===== src/rtl/spi_txn_arbiter.sv =====
`default_nettype none
// ============================================================================
// Module   : spi_txn_arbiter
// Purpose  : Round-robin arbiter that shares one SPI master engine among
//            NREQ requesters. It grants one requester at a time, drives that
//            requester's chip select, programs the master's mode and tx byte,
//            launches the transfer, waits for completion and returns the
//            received byte with a one-cycle done pulse. All chip selects are
//            held high for a guard gap between transfers.
// Revision : 1.0 - initial release
// ============================================================================
module spi_txn_arbiter #(
    parameter int NREQ      = 4,
    parameter int DW        = 8,
    parameter int GUARD_CYC = 2
) (
    input  logic               clk,
    input  logic               rst,
    input  logic [NREQ-1:0]    req,
    input  logic [NREQ-1:0]    req_cpol,
    input  logic [NREQ-1:0]    req_cpha,
    input  logic [NREQ*DW-1:0] req_data,
    output logic [NREQ-1:0]    gnt,
    output logic [NREQ-1:0]    done,
    output logic [DW-1:0]      rx_data,
    output logic [NREQ-1:0]    cs_n,
    output logic               m_start,
    output logic               m_cpol,
    output logic               m_cpha,
    output logic [DW-1:0]      m_tx_data,
    input  logic               m_ready,
    input  logic [DW-1:0]      m_rx_data
);

    // Pointer width (at least one bit so a single-requester build still works)
    localparam int PW    = (NREQ > 1) ? $clog2(NREQ) : 1;
    // Guard counter width and terminal count; GUARD state is unused at 0
    localparam int GW    = (GUARD_CYC > 1) ? $clog2(GUARD_CYC) : 1;
    localparam int GLAST = (GUARD_CYC > 0) ? GUARD_CYC - 1 : 0;

    localparam logic [2:0] S_IDLE      = 3'd0;
    localparam logic [2:0] S_SETUP     = 3'd1;
    localparam logic [2:0] S_LAUNCH    = 3'd2;
    localparam logic [2:0] S_WAIT_BUSY = 3'd3;
    localparam logic [2:0] S_WAIT_DONE = 3'd4;
    localparam logic [2:0] S_GUARD     = 3'd5;

    // ------------------------------------------------------------------------
    // State and registered outputs
    // ------------------------------------------------------------------------
    logic [2:0]      state_q,  state_d;
    logic [PW-1:0]   ptr_q,    ptr_d;
    logic [GW-1:0]   guard_q,  guard_d;
    logic [NREQ-1:0] gnt_q,    gnt_d;
    logic [NREQ-1:0] done_q,   done_d;
    logic [NREQ-1:0] cs_n_q,   cs_n_d;
    logic [DW-1:0]   rx_q,     rx_d;
    logic            start_q,  start_d;
    logic            cpol_q,   cpol_d;
    logic            cpha_q,   cpha_d;
    logic [DW-1:0]   tx_q,     tx_d;

    // ------------------------------------------------------------------------
    // Round-robin selection
    // ------------------------------------------------------------------------
    logic            sel_found;
    logic [PW-1:0]   sel_idx;
    logic [NREQ-1:0] sel_oh;
    logic            sel_cpol;
    logic            sel_cpha;
    logic [DW-1:0]   sel_data;

    // Find the first active request after the last-served requester, wrapping
    always_comb begin
        int          cand;
        logic [PW-1:0] cand_idx;
        cand      = 0;
        cand_idx  = '0;
        sel_found = 1'b0;
        sel_idx   = '0;
        for (int k = 1; k <= NREQ; k++) begin
            cand     = (int'(ptr_q) + k) % NREQ;
            cand_idx = PW'(cand);
            if (!sel_found && req[cand_idx]) begin
                sel_found = 1'b1;
                sel_idx   = cand_idx;
            end
        end
    end

    // Decode the winner to one-hot and mux out its mode and tx byte
    always_comb begin
        sel_oh   = '0;
        sel_cpol = 1'b0;
        sel_cpha = 1'b0;
        sel_data = '0;
        for (int i = 0; i < NREQ; i++) begin
            if (sel_idx == PW'(i)) begin
                sel_oh[i] = 1'b1;
                sel_cpol  = req_cpol[i];
                sel_cpha  = req_cpha[i];
                sel_data  = req_data[i*DW +: DW];
            end
        end
    end

    // ------------------------------------------------------------------------
    // Transaction sequencer: next-state and next-output logic
    // ------------------------------------------------------------------------
    // Mode/data registers only load in IDLE so the master sees a stable
    // configuration for the whole time a chip select is low.
    always_comb begin
        state_d = state_q;
        ptr_d   = ptr_q;
        guard_d = guard_q;
        gnt_d   = gnt_q;
        cs_n_d  = cs_n_q;
        rx_d    = rx_q;
        cpol_d  = cpol_q;
        cpha_d  = cpha_q;
        tx_d    = tx_q;
        done_d  = '0;
        start_d = 1'b0;

        case (state_q)
            S_IDLE: begin
                if (sel_found) begin
                    gnt_d   = sel_oh;
                    cs_n_d  = ~sel_oh;
                    cpol_d  = sel_cpol;
                    cpha_d  = sel_cpha;
                    tx_d    = sel_data;
                    ptr_d   = sel_idx;
                    state_d = S_SETUP;
                end
            end

            // At least one cycle here lets sclk settle to the new polarity
            S_SETUP: begin
                if (m_ready) begin
                    start_d = 1'b1;
                    state_d = S_LAUNCH;
                end
            end

            S_LAUNCH: begin
                state_d = S_WAIT_BUSY;
            end

            // Wait for the master to acknowledge the launch by going busy
            S_WAIT_BUSY: begin
                if (!m_ready) begin
                    state_d = S_WAIT_DONE;
                end
            end

            S_WAIT_DONE: begin
                if (m_ready) begin
                    rx_d    = m_rx_data;
                    done_d  = gnt_q;
                    gnt_d   = '0;
                    cs_n_d  = '1;
                    guard_d = '0;
                    state_d = (GUARD_CYC == 0) ? S_IDLE : S_GUARD;
                end
            end

            // Chip selects stay high; requests are not looked at here
            S_GUARD: begin
                if (guard_q == GW'(GLAST)) begin
                    guard_d = '0;
                    state_d = S_IDLE;
                end else begin
                    guard_d = guard_q + GW'(1);
                end
            end

            default: begin
                state_d = S_IDLE;
            end
        endcase
    end

    // Register all state; reset abandons any transfer without a done pulse
    always_ff @(posedge clk) begin
        if (rst) begin
            state_q <= S_IDLE;
            ptr_q   <= PW'(NREQ - 1);
            guard_q <= '0;
            gnt_q   <= '0;
            done_q  <= '0;
            cs_n_q  <= '1;
            rx_q    <= '0;
            start_q <= 1'b0;
            cpol_q  <= 1'b0;
            cpha_q  <= 1'b0;
            tx_q    <= '0;
        end else begin
            state_q <= state_d;
            ptr_q   <= ptr_d;
            guard_q <= guard_d;
            gnt_q   <= gnt_d;
            done_q  <= done_d;
            cs_n_q  <= cs_n_d;
            rx_q    <= rx_d;
            start_q <= start_d;
            cpol_q  <= cpol_d;
            cpha_q  <= cpha_d;
            tx_q    <= tx_d;
        end
    end

    assign gnt       = gnt_q;
    assign done      = done_q;
    assign rx_data   = rx_q;
    assign cs_n      = cs_n_q;
    assign m_start   = start_q;
    assign m_cpol    = cpol_q;
    assign m_cpha    = cpha_q;
    assign m_tx_data = tx_q;

endmodule
`default_nettype wire


===== config.mk =====
export PLATFORM = sky130hd
export DESIGN_NAME = spi_txn_arbiter
export DESIGN_NICKNAME = d
export VERILOG_FILES = /design/src/rtl/spi_txn_arbiter.sv
export SDC_FILE = /design/constraint.sdc
export NUM_CORES = 1
export LEC_CHECK = 0
export BUFFER_PORTS_ARGS = -buffer_cell sky130_fd_sc_hd__buf_2
export CAP_MARGIN = 40
export CORE_ASPECT_RATIO = 0.8
export CORE_MARGIN = 2
export CORE_UTILIZATION = 25
export DETAILED_ROUTE_END_ITERATION = 8
export PLACE_DENSITY = 0.53
export SYNTH_ARGS = -nofsm -noshare
export SYNTH_HDL_FRONTEND = slang
export SYNTH_SLANG_ARGS = --single-unit

===== constraint.sdc =====
create_clock -name clk -period 1.95 [get_ports clk]
set_clock_uncertainty 0.2 [all_clocks]
set_input_delay 0.195 -clock clk [delete_from_list [all_inputs] [get_ports clk]]
set_output_delay 0.195 -clock clk [all_outputs]
set_load 0.005 [all_outputs]

### Word-level counts from Yosys, hierarchy flattened

Cells that the tools add are included.

* bits in registers: 37
* word-level logic and storage cells: 102
* output and inout bits: 31
* input port bits: 55

* reductions and logical operators: 17
* magnitude comparators: 4
* bitwise logic cells: 4
* eq/ne operators: 13
* add/subtract/negate cells: 5
* multiplexer cells: 48

Operator list (count)
* 8-bit two-way mux: 4
* 1-bit two-way mux: 23
* 3-bit one-hot mux with 6 select lines: 1
* 4-bit two-way mux: 4
* 4-bit one-hot mux with 2 select lines: 2
* 3-bit two-way mux: 5
* 2-bit by 3-bit < comparator with 1-bit output (second input constant): 4
* 2-bit != test (second input constant): 5
* 1-bit binary-select mux with 2-bit select: 4
* 2-bit two-way mux: 4
* 3-bit by 2-bit equality test with 1-bit output (second input constant): 2
* 3-bit equality test (second input constant): 2
* 2-bit AND reduction: 3
* 5-bit AND reduction: 1
* 2-bit by 1-bit adder with 2-bit output (second input constant): 2
* 2-bit adder (second input constant): 2
* 2-bit equality test (second input constant): 2
* 4-bit inverter: 1
* 2-bit nonzero test: 2
* 3-bit by 1-bit equality test with 1-bit output (second input constant): 1
* 1-bit logical AND: 3
* 1-bit zero test: 3
* 3-bit zero test: 1
* 1-bit inverter: 3
* 7 further kinds: 7

### Longest topological paths before layout

Gate-level depths: netlist (run 1).

* depth after elaboration: 18
* depth in mapped cells: 7
* mapped depth without buffers: 5

### Worst setup path before layout (run 1)

Ideal clock, no wire load.

* path type: register -> register
* from: register state_q[1]
* to: register tx_q[0] (netlist: m_tx_data[0])
* path slack: 0.064 ns
* cell stages (with the launch flop): 6
* buffers on the path: 2
* library setup time: 0.083 ns
* data required time: 1.667 ns
* data arrival time: 1.602 ns
* path through: dfxtp_1 buf_6 or4_4 or3_1 buf_2 o221ai_1

* word-level cells in the longest chain between the ends: 2

Ends and longest elaborated chain
* from (decl): RTL line 51 `logic [2:0] state_q, state_d;`
* from (signal assigned): RTL line 199 `state_q <= state_d;`
* 3-bit zero test: RTL line 125 `case (state_q)`
* 2-bit AND reduction (no line)
* to (signal assigned): RTL line 209 `tx_q <= tx_d;`
* to (decl): RTL line 61 `logic [DW-1:0] tx_q, tx_d;`

No other way between the ends.
A chain may end at the register's enable or synchronous reset.

### Final worst setup path (run 1)

* from: register ptr_q[1]
* to: register tx_q[6] (netlist: m_tx_data[6])

* word-level cells in the longest chain between the ends: 18

Ends and longest elaborated chain
* from (decl): RTL line 52 `logic [PW-1:0] ptr_q, ptr_d;`
* from (signal assigned): RTL line 188 `ptr_q <= PW'(NREQ - 1);`
* from (signal assigned): RTL line 200 `ptr_q <= ptr_d;`
* 2-bit by 1-bit adder with 2-bit output: RTL line 82 `cand = (int'(ptr_q) + k) % NREQ;`
* 1-bit binary-select mux with 2-bit select: RTL line 84 `if (!sel_found && req[cand_idx]) begin`
* 1-bit two-way mux (implied by the code): RTL line 84
* 1-bit two-way mux: RTL line 84
* 1-bit zero test: RTL line 84
* 1-bit logical AND: RTL line 84
* 1-bit two-way mux: RTL line 84
* 1-bit zero test: RTL line 84
* 1-bit logical AND: RTL line 84
* 1-bit two-way mux: RTL line 84
* 1-bit zero test: RTL line 84
* 1-bit logical AND: RTL line 84
* 2-bit two-way mux: RTL line 84
* 2-bit zero test: RTL line 98 `if (sel_idx == PW'(i)) begin`
* 8-bit two-way mux (4 in a row): RTL line 98

Parallel ways exist; a longest one is shown, timed or not. The select of a mux whose other input is x is not followed.

==> results.md, run 1 <==
- Status: complete, no violations
- Clock-pin slew on the worst setup and hold paths: roughly 0.070 ns
- Cell Area, Synth: 0.00178 mm^2
- CP startpoint kind: flip-flop
- Reg2Reg Depth: 7
- Final core utilization: between 30% and 40%
- Period utilisation layout: 96.7%
- DR vias: 1771
- DP HPWL: 3830 um
- Fin. max-slew vios: 0
- Mapped Cells: 193
- 1st-iter DRT viols: 29
- Detail Route Antenna Nets: 0
- Yosys reg bits: 37
- Clock Sinks: 37
- Max cap viols: 0
- Clk Latency, worst-skew pair: 0.29 ns
- 1st-pass router iterations: 4
- Synth Flop Type: dfxtp_1
- CTS tree: built
- Share of layout cells above drive strength 1: 41.8%
- Sw Share: between 20 and 30%
- Fmax: 530 MHz
- VDD IR max: 0.000262 V
- Post-place instance area: roughly 0.0024 mm^2
- Syn. warnings: 0
- CP max FO: 7
- WL per Instance: 13.5 um
- Clock power share: ~27%
- Pleak: 1.21 nW
- GPL Wtd Cong: around 0.74
- GRT Overall Usage: 13.7%
- Final Hold Viols: 0
- Sequential share of power: 42.9%
- Number of inserted diodes: 0
- CP arrival: 1.85 ns
- # IOs: 86
- Avg Cell Area, Syn: 9.21 um^2
- Clock buffer count from CTS: 5
- Crit path required time: 1.91 ns
- Global-route wire length before repair: about 8500 um
- Worst hold path type: primary input to flip-flop
- Synth area leader: dfxtp_1
- Initial Util: between 20 and 30%
- Drt total wl: 5220 um
- Post-place setup slack: -0.0387 ns
- I/O Buffers: 85
- Endpoint class of the critical path: flip-flop
- FP Rows: 27
- Largest net degree at the start of global routing: 30
- RSZ-0062 raised after global routing: true
- Vias in the first global route: 1792
- Int Pwr: 1.42 mW
- H-tree Lvls: 2
- Die W: 98.3 um
- Power per cell area: between 700 and 800 mW/mm^2
- Slew @ Worst Pin: 0.525 ns
- Final WS setup: 0.0641 ns
- Vias per Instance: 4.59
- Net Count, Synth: ~250
- Final Setup Violations: 0
- Hold slack: 0.0230 ns
- Logic pwr share: 29.7%
- Net switching power: 0.575 mW
- Fin area: 0.00265 mm^2
- Synth async-reset ratio: 0%
- Clock Tree Root: clkbuf_8
- Synth cell types: 41
- Number of synthesized flops with an enable pin: 0
- Die area: 0.00781 mm^2
- Hold Crit Depth: 3
- Grt total ovfl: 0
- Initial antenna violation count: 0
- Area grow syn2layout: 48.8%
- Post-layout net count: 354
- Fin crit period: 1.89 ns
- Most frequent cells in the layout: 85 x buf_2, 36 x dfxtp_1, 21 x nand2_1
- Clock Tree Buf Depth: 2
- Sequential share of the synthesized area: 41.7%
- Crit Path Class: flip-flop to flip-flop
- Core box area: between 0.006 and 0.007 mm^2
- Share of the synthesized area in the top cell type: 41.7%
- Die H: 79.4 um
- Commonest non-fill, non-tap cell in the layout: buf_2
- Relative slew slack: 64.8%
- Ranking of synthesized cells by area: dfxtp_1 42%, mux2i_1 11%, nand2_1 4.4%, o221ai_1 3.4%, a21oi_1 3.1%
- DRC viols: 0
-- cell usage after synthesis (3+ instances only) --
library cell / n
a2111oi_2: 3
nand2b_1: 7
dfxtp_1: 37
nor2b_1: 4
nand2_1: 21
a211oi_1: 4
o21ai_0: 3
mux2i_1: 19
o221ai_1: 7
nor2_1: 14
a21oi_1: 11
and2_1: 4
o22ai_1: 3
clkbuf_1: 7
a22oi_1: 3
nand3b_1: 7
inv_1: 6
-- critical path, cell delays in order, from the launching register on --
cell	delay (ns)
dfxtp_4	0.36
buf_4	0.14
o22ai_1	0.24
a21o_1	0.16
buf_4	0.15
buf_12	0.14
mux2i_1	0.22
o221ai_1	0.15
-- final timing paths --
path,start,to,slack [ns]
worst max-delay path,ptr_q[1],m_tx_data[6],0.06
worst min-delay path,req_data[30],m_tx_data[6],0.02
worst max register to register,ptr_q[1],m_tx_data[6],0.06
worst min register to register,rx_data[5],rx_data[5],0.25
-- power groups by stage --
stage          combinational [mW]  clock (mW)  sequential [mW]
4_1_cts                     0.543       0.570            0.852
2_1_floorplan               0.294           0            0.871
5_1_grt                     0.644       0.617            0.860
6_report                    0.591       0.546            0.854
3_3_place_gp                0.518           0            0.869
3_5_place_dp                0.523           0            0.870
-- layout make-up --
type,instances,area (um^2)
clock buffer,7,86.3
fill,727,4250
inverter,6,22.5
multi-input combinational,137,988
sequential,37,744
tap,87,109
timing repair buffer,112,694
-- cell families after synthesis --
logic type             after synthesis  share of synthesized area, %
AO/OA/AOI/OAI                       46                          20.2
buffers and inverters               19                          5.84
flip-flops                          37                          41.7
multiplexers                        20                          11.3
AND/OR/NAND/NOR                     71                          21.0
-- timing repair --
item	CTS	global route
buffers inserted	1	0
endpoints found under the setup margin	3	15
pin swaps	1	6
cloned	0	1
hold buffers	8	0
resized for setup	0	11
hold endpoints to repair	8	0
-- through the flow --
| step | instances | TNS, ns | total power [mW] |
|---|---|---|---|
| after floorplan | 193 | 0 | 1.17 |
| after global placement | 369 | 0 | 1.39 |
| after detailed placement | 369 | -0.132 | 1.39 |
| after CTS | 385 | 0 | 1.96 |
| after global routing | 386 | -0.0259 | 2.12 |
| final | 386 | 0 | 1.99 |
-- sequential cells by signal, indices dropped and copies added, names as in the netlist --
name / flops
cs_n: 4
done: 4
gnt: 4
guard_q: 1
m_cpha: 1
m_cpol: 1
m_start: 1
m_tx_data: 8
ptr_q: 2
rx_data: 8
state_q: 3
-- per-layer routing --
layer	routed length [um]	GRT usage, %
met5	0	0
met4	53	4.11
met3	183	4.12
met2	2460	22.9
met1	2520	17.2
Power figures use the tool's default switching activity.
==> inputs of run 2 (changes only) <==
--- a/config.mk
+++ b/config.mk
@@ -7,7 +7,7 @@
 export LEC_CHECK = 0
 export BUFFER_PORTS_ARGS = -buffer_cell sky130_fd_sc_hd__buf_2
 export CAP_MARGIN = 40
-export CORE_ASPECT_RATIO = 0.8
+export CORE_ASPECT_RATIO = 0.5
 export CORE_MARGIN = 2
 export CORE_UTILIZATION = 25
 export DETAILED_ROUTE_END_ITERATION = 8
==> results.md, run 2 (synthesis gave the netlist of run 1 again) <==
- 1st-iter DRT viols: 47
- Vias in the first global route: 1681
- Die H: 63.6 um
- Crit path required time: 1.90 ns
- Clock Sinks: 37
- R2r setup slk: 0.10 ns
- Clk Latency, worst-skew pair: 0.28 ns
- Fin crit period: 1.85 ns
- Clock-pin slew on the worst setup and hold paths: ~0.05 ns
- Period utilisation layout: 94.9%
- R2r endpoint: m_tx_data[1]
- Pleak: approximately 1.2 nW
- Hold Path Origin: req_data[22]
- Initial antenna violation count: 0
- Endpoint class of the critical path: flip-flop
- VDD IR max: 0.000321 V
- Crit Path Class: flip-flop to flip-flop
- CP startpoint kind: flip-flop
- Largest net degree at the start of global routing: 29
- Relative slew slack: 72.3%
- # IOs: 86
- Global-route wire length before repair: around 7800 um
- Reg2Reg Depth: 7
- Final Hold Viols: 0
- I/O Buffers: 85
- Initial Util: roughly a quarter
- Core box area: 0.00678 mm^2
- Vias per Instance: 4.53
- Grt total ovfl: 0
- Number of inserted diodes: 0
- Hold slack: 0.0136 ns
- FP Rows: 21
- Post-layout net count: approximately 350
- Detail Route Antenna Nets: 0
- Final core utilization: 39.4%
- DRC viols: 0
- H-tree Lvls: 2
- CP arrival: ~1.8 ns
- Clock Tree Buf Depth: 2
- Drt total wl: 5080 um
- Max cap viols: 0
- Power per cell area: 822 mW/mm^2
- Slew @ Worst Pin: 0.413 ns
- Most frequent cells in the layout: 85 x buf_2, 35 x dfxtp_1, 21 x nand2_1
- DP HPWL: 3750 um
- Sum Neg Setup Slack: 0 ns
- Fin. max-slew vios: 0
- 1st-pass router iterations: 4
- Area grow syn2layout: 50.4%
- Final cell count without fillers: 390
- Final Setup Violations: 0
- Die W: 123 um
- Die area: between 0.007 and 0.008 mm^2
- Hold Crit Depth: 3
- Hold EP: m_tx_data[6]
- DR vias: ~1.8k
- WL per Instance: 13.0 um
- Clock buffer count from CTS: 5
- R2R Path Start: ptr_q[1]
- GPL Wtd Cong: 0.742
- CP max FO: 12
- Fmax: 541 MHz
- Commonest non-fill, non-tap cell in the layout: buf_2
- Clock Tree Root: clkbuf_16
- Share of layout cells above drive strength 1: a little over two fifths
- Status: complete, no violations
- Worst hold path type: primary input to flip-flop
- GRT Overall Usage: 12.9%
- CTS tree: built
- DP Cell Count: 373
## run 2: cell types whose count changed in the layout (fill, tap and decap cells not counted), moves of 2 or more
| cell | change |
|---|---|
| clkbuf_16 | +5 |
| clkbuf_8 | -5 |
| a211oi_1 | -2 |
| a211oi_2 | +2 |
| mux2i_4 | -2 |
## run 2: critical path: stages (launching register included)
cell       delay [ns]
dfxtp_4          0.38
mux2i_2          0.23
o22ai_2          0.09
a21o_1           0.21
buf_4            0.15
clkbuf_16        0.16
mux2i_1          0.16
o221ai_1         0.13
## run 2: final cells by class
cell class / instances / area, um^2
fillers: 690 / 4110
multi-input cells: 137 / 977
flip-flops and latches: 37 / 746
repair buffers: 111 / 671
clock buffers: 7 / 143
well taps: 92 / 115
inverters: 6 / 22.5
## run 2: worst max-delay path by stage
| stage | startpoint | endpoint | slack [ns] | cells after the start |
|---|---|---|---|---|
| floorplan | state_q[1] | m_tx_data[0] | 0.06 | 5 |
| global placement | state_q[0] | m_tx_data[7] | 0.002 | 5 |
| detailed placement | ptr_q[1] | m_cpol | -0.004 | 6 |
| CTS | state_q[1] | m_tx_data[7] | 0.00007 | 5 |
| finish | ptr_q[1] | m_tx_data[1] | 0.10 | 7 |
| global route | ptr_q[1] | m_cpol | -0.001 | 6 |
## run 2: stage by stage
| stage | power, mW | setup WS, ns | area, um^2 |
|---|---|---|---|
| global route | 2.33 | -0.00114 | 2670 |
| finish | 2.20 | 0.100 | 2670 |
| global placement | 1.36 | 0.00230 | 2370 |
| floorplan | 1.17 | 0.0641 | 1780 |
| detailed placement | 1.37 | -0.00351 | 2370 |
| CTS | 2.18 | 0.0000677 | 2590 |
## run 2: layer usage
layer	GRT usage, %	routed length [um]	vias up
met4	3.69	32	0
met1	15.9	2400	806
met2	21.2	2400	46
li1	-	-	910
met3	4.26	250	4
met5	0	0	-
## run 2: power by group
part,internal [mW],total [mW],switching [mW]
registers,0.820,0.861,0.0411
clock network,0.501,0.789,0.287
logic,0.292,0.548,0.256
## run 2: what timing repair did
item                                    CTS  global route
gates cloned                              0             1
gates resized for setup                   1             9
hold endpoints to repair                  8             0
buffers inserted                          0             1
pin swaps                                 0             4
hold buffers                              8             0
endpoints found under the setup margin    2            10
==> inputs of run 3 (changes only) <==
--- a/config.mk
+++ b/config.mk
@@ -12,6 +12,7 @@
 export CORE_UTILIZATION = 25
 export DETAILED_ROUTE_END_ITERATION = 8
 export PLACE_DENSITY = 0.53
+export RECOVER_POWER = 25
 export SYNTH_ARGS = -nofsm -noshare
 export SYNTH_HDL_FRONTEND = slang
 export SYNTH_SLANG_ARGS = --single-unit
==> results.md, run 3 (synthesis gave the netlist of run 1 again) <==
- Clock-pin slew on the worst setup and hold paths: 0.05 ns
- Crit-path cells: mux2i_2 -> o22ai_2 -> a21o_1 -> buf_4 -> clkbuf_16 -> mux2i_1 -> o221ai_1
- H-tree Lvls: 2
- Fin crit period: 1.85 ns
- CTS tree: built
- Grt total ovfl: 0
- Clk Latency, worst-skew pair: 0.28 ns
- Sw Share: 26.6%
- Detail Route Antenna Nets: 0
- Global-route wire length before repair: 7810 um
- Initial antenna violation count: 0
- Int Pwr: 1.61 mW
- Pleak: 1.20 nW
- CP arrival: 1.80 ns
- CP max FO: 12
- Post-place setup slack: -0.00351 ns
- Final Hold Viols: 0
- Largest net degree at the start of global routing: 29
- Final core utilization: 39.4%
- Max cap viols: 0
- VDD IR max: 0.000321 V
- Sequential share of power: about 40%
- 1st-pass router iterations: 4
- Worst hold path type: primary input to flip-flop
- Logic pwr share: 24.9%
- Core box area: 0.00678 mm^2
- Area grow syn2layout: 50.0%
- Final WS setup: between 0.1 and 0.15 ns
- Crit path required time: 1.90 ns
- Most frequent cells in the layout: 80 x buf_2, 35 x dfxtp_1, 21 x nand2_1
- Endpoint class of the critical path: flip-flop
- R2r setup slk: 0.10 ns
- Vias per Instance: 4.53
- Share of layout cells above drive strength 1: 40.9%
- Die area: 0.00784 mm^2
- 1st-iter DRT viols: 46
- Reg2Reg Depth: 7
- Largest delay share family, worst path: compound AO/OA/AOI/OAI gates
- Buffers plus inverters on the worst setup path: 2
- Clock Tree Root: clkbuf_16
- Final Setup Violations: 0
- Number of inserted diodes: 0
- Slew @ Worst Pin: ~0.41 ns
- Fmax: 541 MHz
- Status: complete, no violations
- Fin. max-slew vios: 0
- Hold Path Origin: req_data[22]
- R2R Path Start: ptr_q[1]
- Hold Crit Depth: 3
- I/O Buffers: 85
- Post-layout net count: 353
- Die H: 63.6 um
- DP HPWL: ~3700 um
- Vias in the first global route: ~1.7k
- Die W: 123 um
- Clock Sinks: 37
- Worst path max stage delay: between 0.3 and 0.4 ns
- DRC viols: 0
- Power per cell area: 824 mW/mm^2
- Clock power share: between 30% and 40%
- Clock buffer count from CTS: 5
- DR vias: 1766
- FP Rows: 21
- Crit Path Class: flip-flop to flip-flop
- Crit-path slowest cell: dfxtp_4
- Clock Tree Buf Depth: 2
- R2r endpoint: m_tx_data[1]
- Initial Util: 26.2%
- GRT Overall Usage: approximately 13%
- Period utilisation layout: 94.9%
- # IOs: 86
- CP startpoint kind: flip-flop
- Drt total wl: about 5100 um
- Hold EP: m_tx_data[6]
- WL per Instance: 13.0 um
- Commonest non-fill, non-tap cell in the layout: buf_2
- Net switching power: 0.585 mW
- Relative slew slack: around 72%
- GPL Wtd Cong: 0.742
run 3: cell types whose count changed in the layout (fill, tap and decap cells not counted), sizes merged:
cell    delta
buf        -4
clkbuf     +4
run 3: power by group through the flow:
stage,registers (mW),clock network (mW),logic [mW]
2_1_floorplan,0.871,0,0.294
3_3_place_gp,0.872,0,0.483
3_5_place_dp,0.875,0,0.493
4_1_cts,0.859,0.816,0.507
5_1_grt,0.868,0.860,0.601
6_report,0.861,0.789,0.548
run 3: how the worst max path moves through the flow:
stage | cells past startpoint | end | slack [ns] | startpoint
floorplan | 5 | m_tx_data[0] | 0.06 | state_q[1]
global placement | 5 | m_tx_data[7] | 0.002 | state_q[0]
detailed placement | 6 | m_cpol | -0.004 | ptr_q[1]
CTS | 5 | m_tx_data[7] | 0.00007 | state_q[1]
global route | 6 | m_cpol | -0.001 | ptr_q[1]
finish | 7 | m_tx_data[1] | 0.10 | ptr_q[1]
run 3: worst reg2reg max path, stage by stage (launching register included):
cell and delay, ns:
dfxtp_4 0.38, mux2i_2 0.23, o22ai_2 0.09, a21o_1 0.21
buf_4 0.15, clkbuf_16 0.16, mux2i_1 0.17, o221ai_1 0.13
run 3: through the flow:
step | hold WS, ns | power (mW) | setup TNS (ns) | instances | area, um^2
3_5_place_dp | 0.245 | 1.37 | -0.00351 | 373 | 2370
3_3_place_gp | 0.239 | 1.36 | 0 | 373 | 2370
2_1_floorplan | 0.131 | 1.17 | 0 | 193 | 1780
5_1_grt | 0.0407 | 2.33 | -0.00114 | 390 | 2670
6_report | 0.0136 | 2.20 | 0 | 390 | 2670
4_1_cts | 0.0200 | 2.18 | 0 | 388 | 2590
run 3: final cells by class:
type,count,area (um^2)
sequential,37,746
tap,92,115
fill,694,4110
multi-input combinational,137,977
inverter,6,22.5
timing repair buffer,111,664
clock buffer,7,143
run 3: metal layers:
layer	vias to the layer above	part of all wire, %	track usage [%]	wire length [um]
met4	0	0.63	3.69	32
met3	4	5.0	4.26	253
met2	46	47	21.2	2400
met5	-	0	0	0
met1	806	47	15.9	2410
li1	910	-	-	-
run 3: what timing repair did:
action / in CTS / in global routing
resized for setup: 1 / 9
hold endpoints to repair: 8 / 0
cloned: 0 / 1
hold buffers: 8 / 0
pin swaps: 0 / 4
buffers inserted: 0 / 1
endpoints found under the setup margin: 2 / 10
